<file path="config.mk">
export PLATFORM = sky130hd
export DESIGN_NAME = uart_tx_sampler_flat
export DESIGN_NICKNAME = d
export VERILOG_FILES = /design/src/rtl/uart_tx_sampler_if.sv /design/src/rtl/uart_tx_sampler.sv /design/src/flat_wrapper.sv
export SDC_FILE = /design/constraint.sdc
export NUM_CORES = 1
export LEC_CHECK = 0
export ABC_AREA = 1
export BUFFER_PORTS_ARGS = -buffer_cell sky130_fd_sc_hd__buf_4
export CELL_PAD_IN_SITES_DETAIL_PLACEMENT = 1
export CELL_PAD_IN_SITES_GLOBAL_PLACEMENT = 1
export CORE_UTILIZATION = 40
export CTS_CLUSTER_DIAMETER = 120
export CTS_CLUSTER_SIZE = 8
export DETAILED_ROUTE_END_ITERATION = 10
export PLACE_DENSITY = 0.72
export SYNTH_ARGS = -nofsm -noshare
export SYNTH_HDL_FRONTEND = slang
export SYNTH_SLANG_ARGS = --single-unit
</file>
<file path="constraint.sdc">
create_clock -name clk -period 1.9 [get_ports clk]
set_input_delay 0.095 -clock clk [delete_from_list [all_inputs] [get_ports clk]]
set_output_delay 0.095 -clock clk [all_outputs]
set_load 0.02 [all_outputs]
</file>
<file path="src/rtl/uart_tx_sampler_if.sv">
// Byte-request and serial-line signals between the byte source and the UART transmitter.
// The source drives the tick, request and byte; the transmitter returns the line and status.
`timescale 1ns/1ps
interface uart_tx_sampler_if;
  logic       s_tick;
  logic       tx_start;
  logic [7:0] din;
  logic       tx;
  logic       tx_busy;
  logic       tx_done_tick;

  modport master (
    output s_tick, tx_start, din,
    input  tx, tx_busy, tx_done_tick
  );

  modport slave (
    input  s_tick, tx_start, din,
    output tx, tx_busy, tx_done_tick
  );
endinterface

</file>
<file path="src/rtl/uart_tx_sampler.sv">
// UART transmitter: 1 start bit, DBIT data bits LSB first, SB_TICK-tick stop period.
// Bit timing follows the 16x oversampling strobe; every output is a register.
`timescale 1ns/1ps
module uart_tx_sampler #(
  parameter int DBIT    = 8,
  parameter int SB_TICK = 16
) (
  input  logic               clk,
  input  logic               reset,
  uart_tx_sampler_if.slave   bus
);

  typedef enum logic [1:0] {
    IDLE  = 2'd0,
    START = 2'd1,
    DATA  = 2'd2,
    STOP  = 2'd3
  } state_t;

  localparam logic [4:0] S_LAST  = 5'd15;
  localparam logic [4:0] SB_LAST = 5'(SB_TICK - 1);
  localparam logic [2:0] N_LAST  = 3'(DBIT - 1);

  state_t          state_r, state_s;
  logic [4:0]      s_r, s_next_s;
  logic [2:0]      n_r, n_next_s;
  logic [DBIT-1:0] b_r, b_next_s, b_shift_s;
  logic            tx_r, tx_next_s;
  logic            busy_r, busy_next_s;
  logic            done_r, done_next_s;

  // Next-state and next-output logic; the line level is computed one edge ahead
  always_comb begin
    state_s     = state_r;
    s_next_s    = s_r;
    n_next_s    = n_r;
    b_next_s    = b_r;
    tx_next_s   = tx_r;
    busy_next_s = busy_r;
    done_next_s = 1'b0;
    b_shift_s   = b_r >> 1'b1;

    case (state_r)
      IDLE: begin
        tx_next_s   = 1'b1;
        busy_next_s = 1'b0;
        if (bus.tx_start) begin
          b_next_s    = bus.din[DBIT-1:0];
          s_next_s    = 5'd0;
          state_s     = START;
          tx_next_s   = 1'b0;
          busy_next_s = 1'b1;
        end else begin
          state_s = IDLE;
        end
      end

      START: begin
        if (bus.s_tick) begin
          if (s_r == S_LAST) begin
            s_next_s  = 5'd0;
            n_next_s  = 3'd0;
            state_s   = DATA;
            tx_next_s = b_r[0];
          end else begin
            s_next_s = s_r + 5'd1;
          end
        end else begin
          s_next_s = s_r;
        end
      end

      DATA: begin
        if (bus.s_tick) begin
          if (s_r == S_LAST) begin
            s_next_s = 5'd0;
            b_next_s = b_shift_s;
            if (n_r == N_LAST) begin
              state_s   = STOP;
              tx_next_s = 1'b1;
            end else begin
              n_next_s  = n_r + 3'd1;
              tx_next_s = b_shift_s[0];
            end
          end else begin
            s_next_s = s_r + 5'd1;
          end
        end else begin
          s_next_s = s_r;
        end
      end

      STOP: begin
        tx_next_s = 1'b1;
        if (bus.s_tick) begin
          if (s_r == SB_LAST) begin
            s_next_s    = 5'd0;
            state_s     = IDLE;
            busy_next_s = 1'b0;
            done_next_s = 1'b1;
          end else begin
            s_next_s = s_r + 5'd1;
          end
        end else begin
          s_next_s = s_r;
        end
      end

      default: begin
        state_s     = IDLE;
        s_next_s    = 5'd0;
        n_next_s    = 3'd0;
        tx_next_s   = 1'b1;
        busy_next_s = 1'b0;
      end
    endcase
  end

  // State, counters and registered outputs; reset forces the idle line at once
  always_ff @(posedge clk or negedge reset) begin
    if (!reset) begin
      state_r <= IDLE;
      s_r     <= 5'd0;
      n_r     <= 3'd0;
      b_r     <= '0;
      tx_r    <= 1'b1;
      busy_r  <= 1'b0;
      done_r  <= 1'b0;
    end else begin
      state_r <= state_s;
      s_r     <= s_next_s;
      n_r     <= n_next_s;
      b_r     <= b_next_s;
      tx_r    <= tx_next_s;
      busy_r  <= busy_next_s;
      done_r  <= done_next_s;
    end
  end

  assign bus.tx           = tx_r;
  assign bus.tx_busy      = busy_r;
  assign bus.tx_done_tick = done_r;

endmodule

</file>
<file path="src/flat_wrapper.sv">
// flat-port wrapper written by rule: the top's interface ports become plain ports
module uart_tx_sampler_flat 
#(
  parameter int DBIT    = 8,
  parameter int SB_TICK = 16
)
  (clk, reset, bus_s_tick, bus_tx_start, bus_din, bus_tx, bus_tx_busy, bus_tx_done_tick);
  uart_tx_sampler_if bus_i ();
  input  logic clk;
  input  logic reset;
  input wire logic [$bits(bus_i.s_tick)-1:0] bus_s_tick;
  input wire logic [$bits(bus_i.tx_start)-1:0] bus_tx_start;
  input wire logic [$bits(bus_i.din)-1:0] bus_din;
  output wire logic [$bits(bus_i.tx)-1:0] bus_tx;
  output wire logic [$bits(bus_i.tx_busy)-1:0] bus_tx_busy;
  output wire logic [$bits(bus_i.tx_done_tick)-1:0] bus_tx_done_tick;
  assign bus_i.s_tick = bus_s_tick;
  assign bus_i.tx_start = bus_tx_start;
  assign bus_i.din = bus_din;
  assign bus_tx = bus_i.tx;
  assign bus_tx_busy = bus_i.tx_busy;
  assign bus_tx_done_tick = bus_i.tx_done_tick;
  uart_tx_sampler #(.DBIT(DBIT), .SB_TICK(SB_TICK)) u_core (.clk(clk), .reset(reset), .bus(bus_i));
endmodule
</file>
After elaboration in Yosys (flattened, before gate mapping)
Index checks and enable logic that the tools add are counted.
{ "word_totals": {"in_bits": 12, "register_bits": 21, "word_cells": 72, "output_inout_bits": 3} }
{ "op_classes": {"reduce_logical": 11, "muxes": 37, "add_sub_neg": 2, "n_eq_ne": 15} }
{ "op_table": {"columns": ["operator", "n"], "rows": [
  ["two-way mux 8 bit", 3],
  ["one-hot mux 8 bit (2 select lines)", 1],
  ["two-way mux 3 bit", 5],
  ["two-way mux 5 bit", 3],
  ["two-way mux 2 bit", 7],
  ["two-way mux 1 bit", 13],
  ["!= test 2 x 1 -> 1 bit, second input constant", 5],
  ["!= test 2 bit, second input constant", 5],
  ["one-hot mux 5 bit (2 select lines)", 1],
  ["one-hot mux 2 bit (4 select lines)", 1],
  ["AND reduction 4 bit", 2],
  ["AND reduction 7 bit", 1],
  ["one-hot mux 3 bit (2 select lines)", 1],
  ["AND reduction 6 bit", 1],
  ["nonzero test 2 bit", 3],
  ["adder 5 x 1 -> 5 bit, second input constant", 1],
  ["== test 5 x 4 -> 1 bit, second input constant", 1],
  ["== test 2 bit, second input constant", 2],
  ["one-hot mux 1 bit (4 select lines)", 1],
  ["adder 3 x 1 -> 3 bit, second input constant", 1],
  ["== test 3 bit, second input constant", 1],
  ["AND reduction 3 bit", 1],
  ["OR reduction 3 bit", 1],
  ["== test 2 x 1 -> 1 bit, second input constant", 1],
  ["3 further kinds", 3]
]} }

Longest topological paths before layout
{ "depth": {"word_depth": 5, "ltp_mapped": 9, "mapped_depth_nobuf": 8} }

Worst setup path before layout
Ideal clock, no wire load.
{ "synth_path": {"path_kind": "register to register", "startpoint": "register u_core.state_r[0]", "endpoint": "register u_core.state_r[0]", "arrival_ps": 1340, "setup_time_ps": 117, "path_buffers": 1, "slack_ps": 443, "stages_incl_launch_ff": 10, "period_less_slack_ps": 1457, "t_required_ps": 1783, "path_cell_list": "dfrtp_1 inv_1 ha_1 buf_6 nor2_1 nor2_1 nor2_1 nand3_1 nand2_1 nand2_1"} }
{ "synth_between": {"elab_chain_cells": 3} }
{ "synth_lines": {"columns": ["element", "line", "rtl"], "rows": [
  ["start: declaration", "uart_tx_sampler.sv:24", "state_t state_r, state_s;"],
  ["start signal: assignment", "uart_tx_sampler.sv:130", "state_r <= state_s;"],
  ["== test 2 bit or == test 2 x 1 -> 1 bit (tied branches)", "uart_tx_sampler.sv:43", "case (state_r)"],
  ["!= test 2 x 1 -> 1 bit (no line) or != test 2 bit (tied branches)", null, null],
  ["AND reduction 7 bit (no line)", null, null]
]} }
Several ways; a longest one is shown, not always the timed one.
A chain may end at the register's enable or synchronous reset.

Worst setup path after layout
{ "layout_path": {"startpoint": "register u_core.state_r[0]", "endpoint": "register u_core.s_r[2]"} }
{ "layout_between": {"elab_chain_cells": 4} }
{ "layout_lines": {"columns": ["element", "line", "rtl"], "rows": [
  ["== test 2 x 1 -> 1 bit or == test 2 bit (tied branches)", "uart_tx_sampler.sv:43", null],
  ["OR reduction 3 bit (no line)", null, null],
  ["!= test 2 x 1 -> 1 bit (no line)", null, null],
  ["AND reduction 2 bit (no line)", null, null],
  ["end signal: assignment", "uart_tx_sampler.sv:131", "s_r <= s_next_s;"],
  ["end: declaration", "uart_tx_sampler.sv:25", "logic [4:0] s_r, s_next_s;"]
]} }
Several ways; a longest one is shown, not always the timed one.

==> flow_summary.yaml <==
outcome:
  status: "completed"
global_routing:
  grt_pass1_wl_um: 4430
  gr-total-overflow: 0
  grt_max_degree: 22
  grt_usage_pct: 18.1
  grt_pass1_vias: 989
  antenna_found_initial: 0
drt:
  wirelength_um: 2440
  vias_per_cell: 5.16
  drtAntennaViolNets: 0
  drc_errors: 0
  wire_per_inst_um: 13.7
  dr_total_vias: 918
  drtIter0Drc: 21
  firstDrtPassIters: 4
floorplanning:
  start_util_pct: 42.3
  io_pins: 15
  design.core.area_mm2: 0.00278
  die_h_um: 56.2
  rows: 19
  die_x_um: 56.2
  die_area_mm2: 0.00316
timing:
  fin_crit_ns: 1.68
  setup_viol: 0
  fin_crit_sh_pct: 88.4
  drv_slew: 0
  rsz0062_at_grt: "false"
  clock-skew-final_ns: 0.00804
  worst_slew_pin_slew_ns: 0.372
  hold_viol_final: 0
  fmax_mhz: 595
  fin_setup_tns_ns: 0
  relSlewSlack_pct: 75.1
setup_path:
  endpoint_kind: "register"
  critPathMaxFanout: 7
  cpMaxStageDelayCell: "dfrtp_1"
  path_class: "register to register"
  critPathArrivalTime_ns: 1.88
  crit_path_start_kind: "register"
  worstPathRequired_ns: 2.10
  slowest_delay_ns: 0.42
  setup.worst_path.start: "u_core.state_r[0]"
  worstPathCellList: "inv_1 > ha_1 > inv_2 > nor2_2 > nor2_1 > inv_1 > a21oi_1 > a21oi_1"
  reg2reg_from: "u_core.state_r[0]"
synth:
  synth_top_area_share_pct: 42.6
  ys_top_cells_by_area: "dfrtp_1, nand2_1, ha_1"
  ys_seq_area_share_pct: 44.8
  syn_area_per_cell_um2: 9.12
  synth_common_cells: "nand2_1, dfrtp_1, inv_1"
  syn_nets: 148
  synth_cell_type_count: 26
  synth_most_common_cell: "nand2_1"
  syn_area_mm2: 0.00118
  synthFlopType: "dfrtp_1"
  synth_edf_count: 0
  async_flop_share_pct: 100
  yosysTopAreaCell: "dfrtp_1"
  yosysWarnings: 0
  synth-seq-cells: 21
  synthCells: 129
final_layout:
  antenna_cells: 0
  nNetsFinal: 167
  syn_to_final_growth_pct: 14.1
  fillerInstances: 340
  final_area_mm2: 0.00134
  drive_above_1_share_pct: 27.2
pwr:
  p_leak_nw: 0.675
  power.density_mw_per_mm2: 1470
  peakVddDrop_mv: 0.721
cts:
  clkLatencyLatePin_ns: 0.30
  holdBufCountCts: 1
  cts_made_buffers: 3
  cts-root-buf: "clkbuf_4"
  clockBufferDepth: 2
  clkTransAtPathRegs_ns: 0.12
  cts.sinks: 21
  ctsResizeCount: 0
  post-cts-setup-buffer-count: 0
  h-tree-depth: 1
  cts_tree: "yes"
place:
  hpwl_um: 1930
  placed_area_mm2: 0.00131
  place_congestion: 0.804
  port_buffers: 14
worst_hold_path:
  worstHoldPathType: "primary input to register"
  worst_hold_startpoint: "bus_din[7]"
flow_run:
  drv_cap: 0
per-stage QoR:
stage	util, %	hold slack, ns	setup slack, ns	total power, W	std cells
after floorplan	-	-0.201	0.443	0.00156	129
after global placement	46.9	-0.000642	0.306	0.00172	173
after detailed placement	46.9	-0.00236	0.217	0.00178	173
after CTS	48.3	0.0235	0.210	0.00201	178
after global routing	48.3	0.0387	0.0377	0.00217	178
final	48.3	0.0307	0.220	0.00197	178
report_power, final:
group / leakage (nW) / switching [W] / total (W) / internal [W]
logic: 0.388 / 0.000655 / 0.00105 / 0.000393
clock network: 0.0177 / 0.000135 / 0.000214 / 0.0000784
registers: 0.269 / 0.000103 / 0.000712 / 0.000609
total: 0.675 / 0.000893 / 0.00197 / 0.00108
layout by cell type, fill, tap and decap left out, types with 2 or more instances in the layout:
| cell | count |
|---|---|
| nand3_1 | 8 |
| nand2_1 | 33 |
| nand4_1 | 3 |
| inv_2 | 2 |
| o21ai_2 | 7 |
| nand2_2 | 4 |
| a21oi_1 | 4 |
| buf_4 | 15 |
| dfrtp_1 | 20 |
| nor2_1 | 7 |
| mux2i_1 | 6 |
| inv_1 | 11 |
| o21ai_0 | 3 |
| ha_1 | 7 |
| clkbuf_4 | 3 |
metal layers:
metal | track usage (%) | share of wire, %
met2 | 31.5 | 51
met4 | 6.97 | 0.66
met1 | 22.7 | 45
met3 | 2.56 | 3.0
met5 | 0 | 0
flip-flops by register name (all words and copies together), names as in the netlist:
| signal | cells |
|---|---|
| u_core.n_r | 3 |
| u_core.s_r | 5 |
| u_core.b_r | 8 |
| u_core.bus.tx | 1 |
| u_core.bus.tx_done_tick | 1 |
| u_core.state_r | 2 |
| u_core.bus.tx_busy | 1 |
final timing paths:
path                            slack [ns]            end  cells past startpoint
worst max-delay path                  0.22  u_core.s_r[2]                      8
worst min-delay path                  0.03  u_core.b_r[7]                      3
worst max register to register        0.22  u_core.s_r[2]                      8
worst min register to register        0.49  u_core.b_r[7]                      2
max in group asynchronous             1.42  u_core.bus.tx                      2
min in group asynchronous             0.19  u_core.s_r[0]                      2
kinds of logic (layout without fill, tap and decap cells):
logic type / after synthesis / count (layout) / share of synthesized area, %
buffers and inverters: 15 / 33 / 6.06
multiplexers: 6 / 6 / 5.11
AND/OR/NAND/NOR: 60 / 60 / 24.4
flip-flops: 21 / 21 / 44.8
XOR/XNOR: 1 / 1 / 0.745
adder cells (fa/ha/maj): 7 / 7 / 7.45
AO/OA/AOI/OAI: 19 / 19 / 11.5
area by class of cell:
class	count	area, um^2	area share (%)
clock buffers	3	22.5	1.68
clock inverters	1	5.00	0.373
inverters	13	48.8	3.63
multi-input cells	93	578	43.1
flip-flops and latches	21	527	39.2
well taps	31	38.8	2.89
repair buffers	16	123	9.13
worst max-delay path: cells and delay by family, from the launching register on:
kind / cells / cell delay [ns]
and+or+nand+nor: 2 / 0.38
buffers and inverters: 3 / 0.35
DFF: 1 / 0.42
AOI/OAI and AO/OA: 2 / 0.20
adders and majority gates: 1 / 0.24
Power figures use the tool's default switching activity.
